**src/rtl/path_delay_monitor.sv**
```systemverilog
// Sampled-time latency checker for a 4-input AND-tree cell: times each input toggle to the
// next output toggle and reports the measured delay against the per-input expected delay.
module path_delay_monitor #(
    parameter int CW       = 8,
    parameter int DLY_A    = 9,
    parameter int DLY_B    = 9,
    parameter int DLY_C    = 11,
    parameter int DLY_D    = 11,
    parameter int TOL      = 0,
    parameter int MAX_WAIT = 63
) (
    input  logic          clk,
    input  logic          rst_n,
    input  logic [3:0]    in_sig,
    input  logic          out_sig,
    output logic          meas_valid,
    output logic [1:0]    meas_src,
    output logic [CW-1:0] meas_delay,
    output logic          meas_viol,
    output logic          meas_tmo,
    output logic          meas_ovl,
    output logic          spurious,
    output logic [7:0]    viol_count
);

    // Handshake: meas_valid is a one-cycle strobe with no back-pressure; the meas_* fields
    // are meaningful only while meas_valid=1 and are driven to zero otherwise.

    typedef enum logic [1:0] {IDLE, WAIT, REPORT} state_t;

    state_t        state, state_nx;
    logic [3:0]    in_q;
    logic          out_q;
    logic [3:0]    in_edge;
    logic          out_edge;
    logic [1:0]    src;
    logic [CW-1:0] cnt;
    logic [CW-1:0] delay;
    logic          tmo;
    logic          ovl;
    logic [CW-1:0] exp_dly;
    logic [CW:0]   abs_diff;
    logic          viol_now;

    assign in_edge  = in_sig ^ in_q;
    assign out_edge = out_sig ^ out_q;

    function automatic logic [1:0] lsb_idx(input logic [3:0] v);
        if (v[0])      return 2'd0;
        else if (v[1]) return 2'd1;
        else if (v[2]) return 2'd2;
        else           return 2'd3;
    endfunction

    always_comb begin
        exp_dly = CW'(DLY_A);
        case (src)
            2'd0: exp_dly = CW'(DLY_A);
            2'd1: exp_dly = CW'(DLY_B);
            2'd2: exp_dly = CW'(DLY_C);
            2'd3: exp_dly = CW'(DLY_D);
            default: exp_dly = CW'(DLY_A);
        endcase
    end

    // One extra bit so the absolute difference never wraps.
    always_comb begin
        abs_diff = '0;
        if (delay >= exp_dly) abs_diff = {1'b0, delay} - {1'b0, exp_dly};
        else                  abs_diff = {1'b0, exp_dly} - {1'b0, delay};
        viol_now = tmo | (abs_diff > (CW+1)'(TOL));
    end

    always_ff @(posedge clk) begin
        if (!rst_n) state <= IDLE;
        else        state <= state_nx;
    end

    always_comb begin
        state_nx = state;
        case (state)
            IDLE:    if (in_edge != 4'd0) state_nx = out_edge ? REPORT : WAIT;
            WAIT:    if (out_edge || cnt == CW'(MAX_WAIT)) state_nx = REPORT;
            REPORT:  state_nx = IDLE;
            default: state_nx = IDLE;
        endcase
    end

    always_ff @(posedge clk) begin
        if (!rst_n) begin
            in_q       <= in_sig;
            out_q      <= out_sig;
            src        <= 2'd0;
            cnt        <= '0;
            delay      <= '0;
            tmo        <= 1'b0;
            ovl        <= 1'b0;
            meas_valid <= 1'b0;
            meas_src   <= 2'd0;
            meas_delay <= '0;
            meas_viol  <= 1'b0;
            meas_tmo   <= 1'b0;
            meas_ovl   <= 1'b0;
            spurious   <= 1'b0;
            viol_count <= 8'd0;
        end else begin
            in_q       <= in_sig;
            out_q      <= out_sig;
            meas_valid <= 1'b0;
            meas_src   <= 2'd0;
            meas_delay <= '0;
            meas_viol  <= 1'b0;
            meas_tmo   <= 1'b0;
            meas_ovl   <= 1'b0;
            spurious   <= 1'b0;
            case (state)
                IDLE: begin
                    if (in_edge != 4'd0) begin
                        src   <= lsb_idx(in_edge);
                        cnt   <= CW'(1);
                        ovl   <= (in_edge & (in_edge - 4'd1)) != 4'd0;
                        tmo   <= 1'b0;
                        delay <= '0;
                    end else if (out_edge) begin
                        spurious <= 1'b1;
                    end
                end
                WAIT: begin
                    // Edges arriving mid-measurement are flagged but never timed.
                    if (in_edge != 4'd0) ovl <= 1'b1;
                    if (out_edge) begin
                        delay <= cnt;
                    end else if (cnt == CW'(MAX_WAIT)) begin
                        delay <= '0;
                        tmo   <= 1'b1;
                    end else begin
                        cnt <= cnt + CW'(1);
                    end
                end
                REPORT: begin
                    meas_valid <= 1'b1;
                    meas_src   <= src;
                    meas_delay <= delay;
                    meas_viol  <= viol_now;
                    meas_tmo   <= tmo;
                    meas_ovl   <= ovl;
                    if (viol_now && viol_count != 8'hFF) viol_count <= viol_count + 8'd1;
                end
                default: ;
            endcase
        end
    end

endmodule
```
**config.mk**
```make
export PLATFORM = sky130hd
export DESIGN_NAME = path_delay_monitor
export DESIGN_NICKNAME = d
export VERILOG_FILES = /design/src/rtl/path_delay_monitor.sv
export SDC_FILE = /design/constraint.sdc
export NUM_CORES = 1
export LEC_CHECK = 0
export ABC_AREA = 1
export CAP_MARGIN = 40
export CORE_UTILIZATION = 40
export DETAILED_ROUTE_END_ITERATION = 8
export PLACE_DENSITY = 0.57
export SYNTH_ARGS = -nofsm -noshare
export SYNTH_HDL_FRONTEND = slang
export SYNTH_SLANG_ARGS = --single-unit
```
**constraint.sdc**
```tcl
create_clock -name clk -period 3.7 [get_ports clk]
set_input_delay 1.11 -clock clk [delete_from_list [all_inputs] [get_ports clk]]
set_output_delay 1.11 -clock clk [all_outputs]
set_load 0.05 [all_outputs]
```
==> results by group <==
Finish
  – Diodes inserted: 0
  – Synth-to-layout area growth: 19.5%
  – Final Util: 50.4%
  – Layout cells sized above 1: 15.5%
  – Nets: 358
  – Final Non-Filler Cells: 420

Min path
  – Hold Path Depth: 2
  – Hold endpoint: meas_ovl$_SDFF_PN0_
  – Min-delay src: ovl$_SDFFE_PN0P_
  – Hold Path Class: flop to flop

Timing
  – Share of the clock period used by the worst path: 72.7%
  – Min Tclk post-route: 2690 ps
  – Relative slew slack: 66.1%
  – Achievable frequency: 0.372 GHz
  – Setup Skew: 2.26 ps
  – Max Slew Vio Count: 0
  – Final setup violation count: 0
  – Unrepaired setup endpoints after global routing: false
  – Hold Vio Cnt, Final: 0
  – Worst-Margin Slew: 507 ps
  – Final setup TNS: 0 ps

Yosys
  – Synth warn: 0
  – Cell accounting for the most synthesized area: dfxtp_1
  – Synthesized area: 0.00237 mm^2
  – Ys flop type: dfxtp_1
  – Gate Count Post-Synth: 315
  – Yosys cell types: 35
  – Register area share after synthesis: 42.3%
  – Syn_area_per_cell: 7.52 um^2
  – Flop and latch count out of synthesis: 50
  – Top-area cell type share of the netlist area: 42.3%
  – Async set-reset flop share out of synthesis: 0%
  – Syn nets: 326
  – Ranking of synthesized cells by area: dfxtp_1 42%, nand2_1 11%, nor2_1 7.8%, inv_1 6.0%, a21oi_2 3.0%
  – Post-synth EDFFs: 0

Critical path
  – Critical path required time: 2590 ps
  – Max FO, Critical Path: 6
  – Critical Path Max Stage Delay: 850 ps
  – Worst path slowest cell: clkdlybuf4s50_1
  – Arr. time, crit path: 1580 ps
  – Largest delay share family, worst path: buffers and inverters
  – Critical Path Start Type: flop
  – Crit end category: primary output
  – R2R Path End: viol_count[4]$_SDFFE_PN0P_
  – Worst R2R Path Depth: 10
  – Reg-to-Reg Start: delay[1]$_SDFFE_PN0P_
  – WP buf/inv: 1
  – Crit Path Category: flop to primary output
  – R2R setup slack: 1990 ps
  – Crit-path cells: clkdlybuf4s50_1

Die
  – Core area: 0.00561 mm^2
  – Io pins: 30
  – Die height: 78.9 um
  – Std-Cell Rows: 27
  – DIE AREA: 0.00623 mm^2
  – Initial Util: 42.2%
  – Die W: 78.9 um

Placement
  – Placed insts: 412
  – Number of port buffers: 29
  – DP HPWL: 3.40 mm
  – GP Congestion: 0.846

Power
  – Switch share: 28.8%
  – Peak VDD IR: 0.170 mV
  – Switch Pwr: 0.000340 W
  – Clock power share: 31.5%
  – Power Total: 0.00118 W
  – PwrDens: 416 mW/mm^2
  – Internal cell power: 0.000838 W
  – Comb pwr share: 19.0%
  – Seq pwr share: 49.5%
  – Pleak: 1.12 nW

CTS
  – Worst skew pair latency: 290 ps
  – Cts bufs inserted: 5
  – Post-CTS Setup Bufs: 0
  – Root Driver: clkbuf_8
  – Sink Count: 50
  – Hold Buf Count CTS: 0
  – CTS-repair resized insts: 0
  – Clock tree from TritonCTS: built
  – Max Root-Sink Buffers: 2
  – H-tree levels: 2
  – CTS clock-pin slew for the worst setup and hold paths: 80 ps

Global routing
  – All-layer global routing usage: 16.3%
  – Vias in the first global route: 1733
  – First-pass GRT wire length: 7.96 mm
  – Largest net degree at the start of global routing: 15
  – Antenna violations before repair: 0
  – Grt ovf: 0

Drt
  – DR DRC count: 0
  – Via density: 4.56
  – Post-DRT Antenna Nets: 0
  – Drt first pass iters: 4
  – WL final: 4.44 mm
  – 1st-iter DRT viols: 65
  – Wire length per cell: 10.6 um
  – Vias: 1917

Outcome
  – Outcome: completed

Run
  – Max-cap viol count: 0
==> routing by layer <==
layer  up-vias  global-route usage [%]  wire (um)
li1       1047                       -          -
met1       836                    22.4       2380
met2        30                    25.0       1870
met3         4                    4.25        153
met4         0                    4.91         33
met5         -                       0          0
==> metrics by stage <==
| step | hold slack [ps] | setup slack [ps] | instance area (um^2) |
|---|---|---|---|
| final | 435 | 1010 | 2830 |
| after CTS | 436 | 989 | 2830 |
| after global placement | 424 | 1130 | 2720 |
| after floorplan | 405 | 1690 | 2370 |
| after global routing | 461 | 945 | 2830 |
| after detailed placement | 421 | 1110 | 2720 |
==> cell usage after synthesis, types with 2 or more instances <==
cell,n
o21ai_0,3
xor2_1,3
nor2_4,3
o21bai_1,2
nand3_1,13
buf_2,3
inv_1,38
a21oi_2,8
nand3_4,3
or2_1,2
nor2_2,5
nand2_4,2
nand4_1,9
nand2_2,11
buf_6,2
ha_1,4
xnor2_1,2
inv_2,9
nand2_1,68
a21oi_1,13
nor2_1,49
dfxtp_1,50
==> worst max-delay path by stage <==
| stage | startpoint | endpoint | cells after the start |
|---|---|---|---|
| 5_1_grt | viol_count[6]$_SDFFE_PN0P_ | viol_count[6] | 1 |
| 4_1_cts | viol_count[6]$_SDFFE_PN0P_ | viol_count[6] | 1 |
| 2_1_floorplan | in_sig[1] | delay[7]$_SDFFE_PN0P_ | 9 |
| 3_3_place_gp | out_sig | cnt[4]$_SDFFE_PN0P_ | 8 |
| 3_5_place_dp | in_sig[0] | cnt[6]$_SDFFE_PN0P_ | 9 |
| 6_report | viol_count[6]$_SDFFE_PN0P_ | viol_count[6] | 1 |
==> cell families (layout without fill, tap and decap cells) <==
family                   count (synthesis)  in the layout  share of synthesized area, %
AO/OA/AOI/OAI                           32             32                          8.99
XOR/XNOR                                 5              5                          1.85
adder cells (fa/ha/maj)                  4              4                          2.11
buffers and inverters                   53             86                          9.20
flip-flops                              50             50                          42.3
AND/OR/NAND/NOR                        171            171                          35.6
==> sequential cells by signal (all words and copies together) (netlist names), 2 cells and up <==
signal and count:
src 2, meas_delay 8, viol_count 8, cnt 8, state 2, delay 8, in_q 4, meas_src 2
==> layout by cell type (no fill, tap or decap) <==
master           instances
a211oi_1                 1
a211oi_2                 1
a21oi_1                 13
a21oi_2                  8
a31oi_1                  1
buf_4                    2
bufinv_16                1
clkbuf_1                 2
clkbuf_8                 5
clkdlybuf4s50_1         29
dfxtp_1                 50
ha_1                     4
inv_1                   38
inv_2                    9
nand2_1                 68
nand2_2                 11
nand2_4                  2
nand3_1                 13
nand3_2                  1
nand3_4                  3
nand3b_1                 1
nand4_1                  9
nor2_1                  49
nor2_2                   5
nor2_4                   3
nor2_8                   1
nor3_1                   1
nor3_2                   1
nor3b_1                  1
o211ai_1                 1
o21ai_0                  3
o21ai_1                  1
o21ai_2                  1
o21bai_1                 2
or2_1                    2
xnor2_1                  2
xor2_1                   3
==> final cells by class <==
class,instances,area [um^2]
Clock buffer,7,76.3
Inverter,47,176
Sequential cell,50,1000
Clock inverter,1,30.0
Multi-Input combinational cell,212,1150
Fill cell,571,2780
Tap cell,72,90.1
Timing Repair Buffer,31,305
==> power groups by stage <==
stage	clock (W)	sequential [W]	combinational (W)
2_1_floorplan	0	0.000637	0.000128
3_3_place_gp	0	0.000596	0.000224
5_1_grt	0.000409	0.000587	0.000249
4_1_cts	0.000385	0.000583	0.000226
6_report	0.000371	0.000583	0.000224
3_5_place_dp	0	0.000596	0.000225
Power figures use the tool's default switching activity.
